===== src/rtl/iter_divider.sv =====
// iter_divider: multi-cycle signed/unsigned integer divider.
// Non-restoring division on operand magnitudes, UNROLL quotient bits per clock,
// start/busy/done handshake, one-cycle fast path for divide-by-zero and
// signed overflow, synchronous flush.
module iter_divider #(
    parameter int unsigned WIDTH  = 32,
    parameter int unsigned UNROLL = 1
) (
    input  logic                 clk,
    input  logic                 rst_n,
    input  logic                 start,
    input  logic                 signed_mode,
    input  logic                 flush,
    input  logic [WIDTH-1:0]     dividend,
    input  logic [WIDTH-1:0]     divisor,
    output logic                 busy,
    output logic                 done,
    output logic [WIDTH-1:0]     quotient,
    output logic [WIDTH-1:0]     remainder,
    output logic                 div_by_zero,
    output logic [2*WIDTH-1:0]   result
);

    localparam int unsigned STEPS = WIDTH / UNROLL;
    localparam int unsigned CNT_W = (STEPS > 1) ? $clog2(STEPS) : 1;
    localparam logic [WIDTH-1:0] MIN_NEG = {1'b1, {(WIDTH-1){1'b0}}};

    typedef enum logic [1:0] {
        IDLE = 2'd0,
        ITER = 2'd1,
        FIX  = 2'd2
    } state_e;

    state_e             state_q, state_d;
    logic [CNT_W-1:0]   cnt_q, cnt_d;
    logic [WIDTH:0]     pr_q, pr_d;       // signed partial remainder
    logic [WIDTH-1:0]   acc_q, acc_d;     // dividend bits shift out, quotient bits shift in
    logic [WIDTH-1:0]   dvs_q, dvs_d;     // |divisor|
    logic               qneg_q, qneg_d;
    logic               rneg_q, rneg_d;
    logic               spec_q, spec_d;   // special-case result pending
    logic               sdbz_q, sdbz_d;   // pending special is divide-by-zero
    logic               busy_q, busy_d;
    logic               done_q, done_d;
    logic [WIDTH-1:0]   quo_q, quo_d;
    logic [WIDTH-1:0]   rem_q, rem_d;
    logic               dbz_q, dbz_d;

    logic [WIDTH:0]     pr_step;
    logic [WIDTH-1:0]   acc_step;
    logic [WIDTH-1:0]   rem_fix;
    logic               a_neg, b_neg;
    logic [WIDTH-1:0]   a_mag, b_mag;

    assign busy        = busy_q;
    assign done        = done_q;
    assign quotient    = quo_q;
    assign remainder   = rem_q;
    assign div_by_zero = dbz_q;
    assign result      = {rem_q, quo_q};

    // Operand signs and magnitudes at accept time.
    assign a_neg = signed_mode & dividend[WIDTH-1];
    assign b_neg = signed_mode & divisor[WIDTH-1];
    assign a_mag = a_neg ? (~dividend + WIDTH'(1)) : dividend;
    assign b_mag = b_neg ? (~divisor + WIDTH'(1)) : divisor;

    // Final remainder correction: a negative partial remainder gets |divisor| added back.
    assign rem_fix = pr_q[WIDTH] ? (pr_q[WIDTH-1:0] + dvs_q) : pr_q[WIDTH-1:0];

    // UNROLL chained non-restoring steps.
    always_comb begin
        logic [WIDTH:0]   pr_v;
        logic [WIDTH-1:0] acc_v;
        logic [WIDTH:0]   sh_v;
        pr_v  = pr_q;
        acc_v = acc_q;
        sh_v  = '0;
        for (int i = 0; i < int'(UNROLL); i++) begin
            sh_v = {pr_v[WIDTH-1:0], acc_v[WIDTH-1]};
            if (!pr_v[WIDTH]) begin
                pr_v = sh_v - {1'b0, dvs_q};
            end else begin
                pr_v = sh_v + {1'b0, dvs_q};
            end
            acc_v = {acc_v[WIDTH-2:0], ~pr_v[WIDTH]};
        end
        pr_step  = pr_v;
        acc_step = acc_v;
    end

    // Next-state and output logic.
    always_comb begin
        state_d = state_q;
        cnt_d   = cnt_q;
        pr_d    = pr_q;
        acc_d   = acc_q;
        dvs_d   = dvs_q;
        qneg_d  = qneg_q;
        rneg_d  = rneg_q;
        spec_d  = 1'b0;
        sdbz_d  = sdbz_q;
        busy_d  = busy_q;
        done_d  = 1'b0;
        quo_d   = quo_q;
        rem_d   = rem_q;
        dbz_d   = dbz_q;

        if (flush) begin
            state_d = IDLE;
            busy_d  = 1'b0;
        end else begin
            case (state_q)
                IDLE: begin
                    // Publish a special-case result captured on the previous edge.
                    if (spec_q) begin
                        quo_d  = sdbz_q ? '1 : acc_q;
                        rem_d  = sdbz_q ? acc_q : '0;
                        dbz_d  = sdbz_q;
                        done_d = 1'b1;
                    end
                    if (start) begin
                        qneg_d = a_neg ^ b_neg;
                        rneg_d = a_neg;
                        dvs_d  = b_mag;
                        pr_d   = '0;
                        cnt_d  = CNT_W'(STEPS - 1);
                        if (divisor == '0) begin
                            spec_d = 1'b1;
                            sdbz_d = 1'b1;
                            acc_d  = dividend;
                        end else if (signed_mode && dividend == MIN_NEG && divisor == '1) begin
                            spec_d = 1'b1;
                            sdbz_d = 1'b0;
                            acc_d  = dividend;
                        end else begin
                            acc_d   = a_mag;
                            state_d = ITER;
                            busy_d  = 1'b1;
                        end
                    end
                end
                ITER: begin
                    pr_d  = pr_step;
                    acc_d = acc_step;
                    if (cnt_q == CNT_W'(0)) begin
                        state_d = FIX;
                    end else begin
                        cnt_d = cnt_q - CNT_W'(1);
                    end
                end
                FIX: begin
                    quo_d   = qneg_q ? (~acc_q + WIDTH'(1)) : acc_q;
                    rem_d   = rneg_q ? (~rem_fix + WIDTH'(1)) : rem_fix;
                    dbz_d   = 1'b0;
                    done_d  = 1'b1;
                    busy_d  = 1'b0;
                    state_d = IDLE;
                end
                default: begin
                    state_d = IDLE;
                    busy_d  = 1'b0;
                end
            endcase
        end
    end

    // State and output registers.
    always_ff @(posedge clk or negedge rst_n) begin
        if (!rst_n) begin
            state_q <= IDLE;
            cnt_q   <= '0;
            pr_q    <= '0;
            acc_q   <= '0;
            dvs_q   <= '0;
            qneg_q  <= 1'b0;
            rneg_q  <= 1'b0;
            spec_q  <= 1'b0;
            sdbz_q  <= 1'b0;
            busy_q  <= 1'b0;
            done_q  <= 1'b0;
            quo_q   <= '0;
            rem_q   <= '0;
            dbz_q   <= 1'b0;
        end else begin
            state_q <= state_d;
            cnt_q   <= cnt_d;
            pr_q    <= pr_d;
            acc_q   <= acc_d;
            dvs_q   <= dvs_d;
            qneg_q  <= qneg_d;
            rneg_q  <= rneg_d;
            spec_q  <= spec_d;
            sdbz_q  <= sdbz_d;
            busy_q  <= busy_d;
            done_q  <= done_d;
            quo_q   <= quo_d;
            rem_q   <= rem_d;
            dbz_q   <= dbz_d;
        end
    end

endmodule


===== config.mk =====
export PLATFORM = sky130hd
export DESIGN_NAME = iter_divider
export DESIGN_NICKNAME = d
export VERILOG_FILES = /design/src/rtl/iter_divider.sv
export SDC_FILE = /design/constraint.sdc
export NUM_CORES = 1
export LEC_CHECK = 0
export ABC_CLOCK_PERIOD_IN_PS = 7200
export CAP_MARGIN = 20
export CORE_ASPECT_RATIO = 0.75
export CORE_UTILIZATION = 60
export CTS_BUF_LIST = sky130_fd_sc_hd__clkbuf_4
export CTS_CLUSTER_DIAMETER = 100
export CTS_CLUSTER_SIZE = 30
export DETAILED_ROUTE_END_ITERATION = 16
export DONT_BUFFER_PORTS = 1
export PLACE_DENSITY = 0.76
export SLEW_MARGIN = 20
export SYNTH_ARGS = -nofsm -noshare
export SYNTH_HDL_FRONTEND = slang
export SYNTH_SLANG_ARGS = --single-unit
export TNS_END_PERCENT = 50

===== constraint.sdc =====
create_clock -name clk -period 7.2 [get_ports clk]
set_input_delay 1.8 -clock clk [delete_from_list [all_inputs] [get_ports clk]]
set_output_delay 1.8 -clock clk [all_outputs]
set_load 0.02 [all_outputs]

==> flow_metrics.py <==
metrics = {
    "hold_path": {
        "min_path_cells": 2,
        "hold_path.class": "reg2reg",
    },
    "clock_tree": {
        "cts_setup_buffers": 0,
        "cts_hold_buf": 0,
        "cts_buffers": 17,
        "clk_latency_ns": 0.65,
        "cts_resized": 0,
        "clock-sinks": 175,
        "cts_tree": "yes",
        "h-tree-depth": 4,
        "root_buffer": "clkbuf_4",
        "cts_max_path_buffers": 2,
        "path_clk_slew_ns": 0.17,
    },
    "routing": {
        "num_vias": 13800,
        "route.detailed.drc": 0,
        "antenna_left": 0,
        "postRouteWirelength_um": 44600,
        "post_drt_wl_per_cell_um": 21.4,
        "firstDrtPassIters": 7,
        "drt-initial-drc-count": 1363,
        "vias_per_cell": 6.63,
    },
    "pwr": {
        "powerDensity_nw_per_um2": 417,
        "peakVddDrop_mv": 0.180,
        "leakage_uw": 0.00631,
    },
    "die": {
        "design.core.area_um2": 24100,
        "die_x_um": 184,
        "start_util_pct": 61.6,
        "num_rows": 49,
        "die_h_um": 138,
        "io_pins": 200,
        "die-area_um2": 25400,
    },
    "global_routing": {
        "antenna_found_initial": 2,
        "grt_pass1_vias": 12800,
        "grt_pass1_wl_um": 70700,
        "grt_util_met2_pct": 49.6,
        "gr-usage-met1_pct": 51.5,
        "grt_max_degree": 176,
        "grt_util_met3_pct": 12.9,
        "grt-busiest-layer": "met1",
        "overflow": 0,
        "grtUsageTotal_pct": 35.6,
    },
    "status": {
        "status": "complete, no violations",
    },
    "worst_setup_path": {
        "cp.arrival_ns": 5.55,
        "crit_type": "reg2reg",
        "critPathLaunchType": "flop",
        "end_kind": "flop",
        "crit_path_max_fanout": 6,
        "rr_worst_depth": 17,
        "required_ns": 7.76,
    },
    "final_layout": {
        "layout-drive-gt1-share_pct": 4.91,
        "final_cell_mix": "nand2_1, o21ai_0, dfrtp_1, nor2_1, a21oi_1",
        "final_common_cell": "nand2_1",
        "final_nets": 1882,
        "syn_to_final_growth_pct": -0.413,
        "final_util_pct": 61.3,
    },
    "timing": {
        "hold_viol": 0,
        "min_period_ns": 5.00,
        "rsz0062_at_grt": "no",
        "setup-violations-final": 0,
        "layout_setup_ws_ns": 2.20,
        "post-route-period-util_pct": 69.4,
        "finalSetupTns_ns": 0,
        "max_slew_margin_pct": 32.3,
        "max_freq_mhz": 200,
        "clock_skew_ns": 0.0320,
        "worst_pin_slew_ns": 1.01,
        "drv_slew": 0,
    },
    "synth": {
        "mappedNetlistArea_um2": 14800,
        "syn_avg_cell_area_um2": 7.93,
        "ys_types": 82,
        "syn_inst": 1871,
        "seq_area_frac_synth_pct": 29.5,
        "synth-warning-count": 0,
        "async_reset_ff_share_pct": 100,
        "syn_nets": 2013,
        "ys_seq_elements": 175,
        "synth_edf_count": 0,
        "ys.flop_type": "dfrtp_1",
    },
    "placement": {
        "dpl.hpwl_um": 33900,
        "numPortBuffers": 0,
        "pre_cts_slack_ns": 2.26,
        "gp_congestion": 0.997,
    },
    "flow_run": {
        "max_cap_viol_count": 0,
    },
}
## worst paths after layout
| check | to | startpoint | slack, ns |
|---|---|---|---|
| max in group asynchronous | pr_q[0] | rst_n | 5.93 |
| worst max-delay path | acc_q[0] | dvs_q[5] | 2.20 |
| worst max register to register | acc_q[0] | dvs_q[5] | 2.20 |
| worst min register to register | rneg_q | rneg_q | 0.51 |
| min in group asynchronous | pr_q[10] | rst_n | 0.82 |
| worst min-delay path | rneg_q | rneg_q | 0.51 |
## final cells by class
type,instances,area (um2)
clock inverters,15,135
inverters,41,154
flip-flops and latches,175,4380
well taps,331,414
diodes,2,5.00
multi-input cells,1493,9470
clock buffers,17,128
repair buffers,12,90.1
fillers,2202,9310
## metrics by stage
stage	instances	hold WS, ns	area (um2)	total power, uW
2_1_floorplan	1871	0.452	14800	4530
3_3_place_gp	2052	0.465	14500	5400
3_5_place_dp	2052	0.475	14500	5480
5_1_grt	2086	0.528	14800	6640
4_1_cts	2084	0.506	14800	6070
6_report	2086	0.505	14800	6170
## critical path, stage by stage, from the launching register on
cell and delay, ns:
dfrtp_1 0.49, or4_1 0.61, nor4b_2 0.46, nand2_1 0.09, nor3_1 0.35, nor2_1 0.09
xor2_1 0.16, ha_1 0.36, a21o_1 0.18, a21o_1 0.17, a21o_1 0.18, a21oi_1 0.23
a31oi_1 0.18, o21ai_0 0.39, a2111oi_0 0.18, nor4_1 0.53, nand2_1 0.11, a22oi_1 0.16
## flip-flops by register name, indices dropped and copies added, names as in the netlist
name and flops:
acc_q 32, busy 1, cnt_q 5, div_by_zero 1
done 1, dvs_q 32, pr_q 33, qneg_q 1
quotient 32, remainder 32, rneg_q 1, sdbz_q 1
spec_q 1, state_q 2
## layer usage
| layer | vias to the layer above | share of wire [%] |
|---|---|---|
| met5 | - | 0 |
| met1 | 6555 | 45 |
| li1 | 6455 | - |
| met3 | 94 | 12 |
| met2 | 717 | 41 |
| met4 | 0 | 2.2 |
## synth_stat cells, types with 9 or more instances
master / n / area [um2]
nand2_1: 231 / 867
o21ai_0: 210 / 1050
dfrtp_1: 175 / 4380
nor2_1: 135 / 507
a21oi_1: 129 / 646
xor2_1: 95 / 832
clkbuf_1: 76 / 285
ha_1: 71 / 888
buf_4: 65 / 488
xnor2_1: 64 / 561
nor3_1: 57 / 285
a21o_1: 48 / 360
inv_1: 41 / 154
o31ai_1: 33 / 248
a22oi_1: 31 / 233
nand3_1: 31 / 155
mux2i_1: 26 / 260
nand4_1: 22 / 138
a211oi_1: 21 / 158
nor4_1: 20 / 125
nor2b_1: 19 / 119
or3_1: 18 / 113
nand2b_1: 17 / 106
a31oi_1: 16 / 100
o21ai_1: 15 / 75.1
or4_1: 15 / 113
and3_1: 13 / 81.3
buf_1: 13 / 48.8
o21a_1: 12 / 90.1
and2_1: 11 / 68.8
o211ai_1: 11 / 82.6
o21bai_1: 10 / 75.1
o41ai_1: 9 / 78.8
## cells by family (layout without fill, tap and decap cells)
| group | after synthesis | count (layout) | synth area share (%) |
|---|---|---|---|
| AND/OR/NAND/NOR | 621 | 621 | 20.1 |
| multiplexers | 33 | 33 | 2.28 |
| flip-flops | 175 | 175 | 29.5 |
| adder cells (fa/ha/maj) | 73 | 73 | 6.26 |
| other | 0 | 2 | 0 |
| AO/OA/AOI/OAI | 607 | 607 | 25.5 |
| buffers and inverters | 203 | 85 | 6.93 |
| XOR/XNOR | 159 | 159 | 9.38 |
## power breakdown
group / leakage [uW] / internal (uW) / switching [uW] / total, uW
Sequential: 0.00229 / 1180 / 543 / 1720
Clock: 0.000138 / 175 / 399 / 574
Combinational: 0.00388 / 1560 / 2310 / 3870
Note: power is estimated with default switching activity, not from simulation.
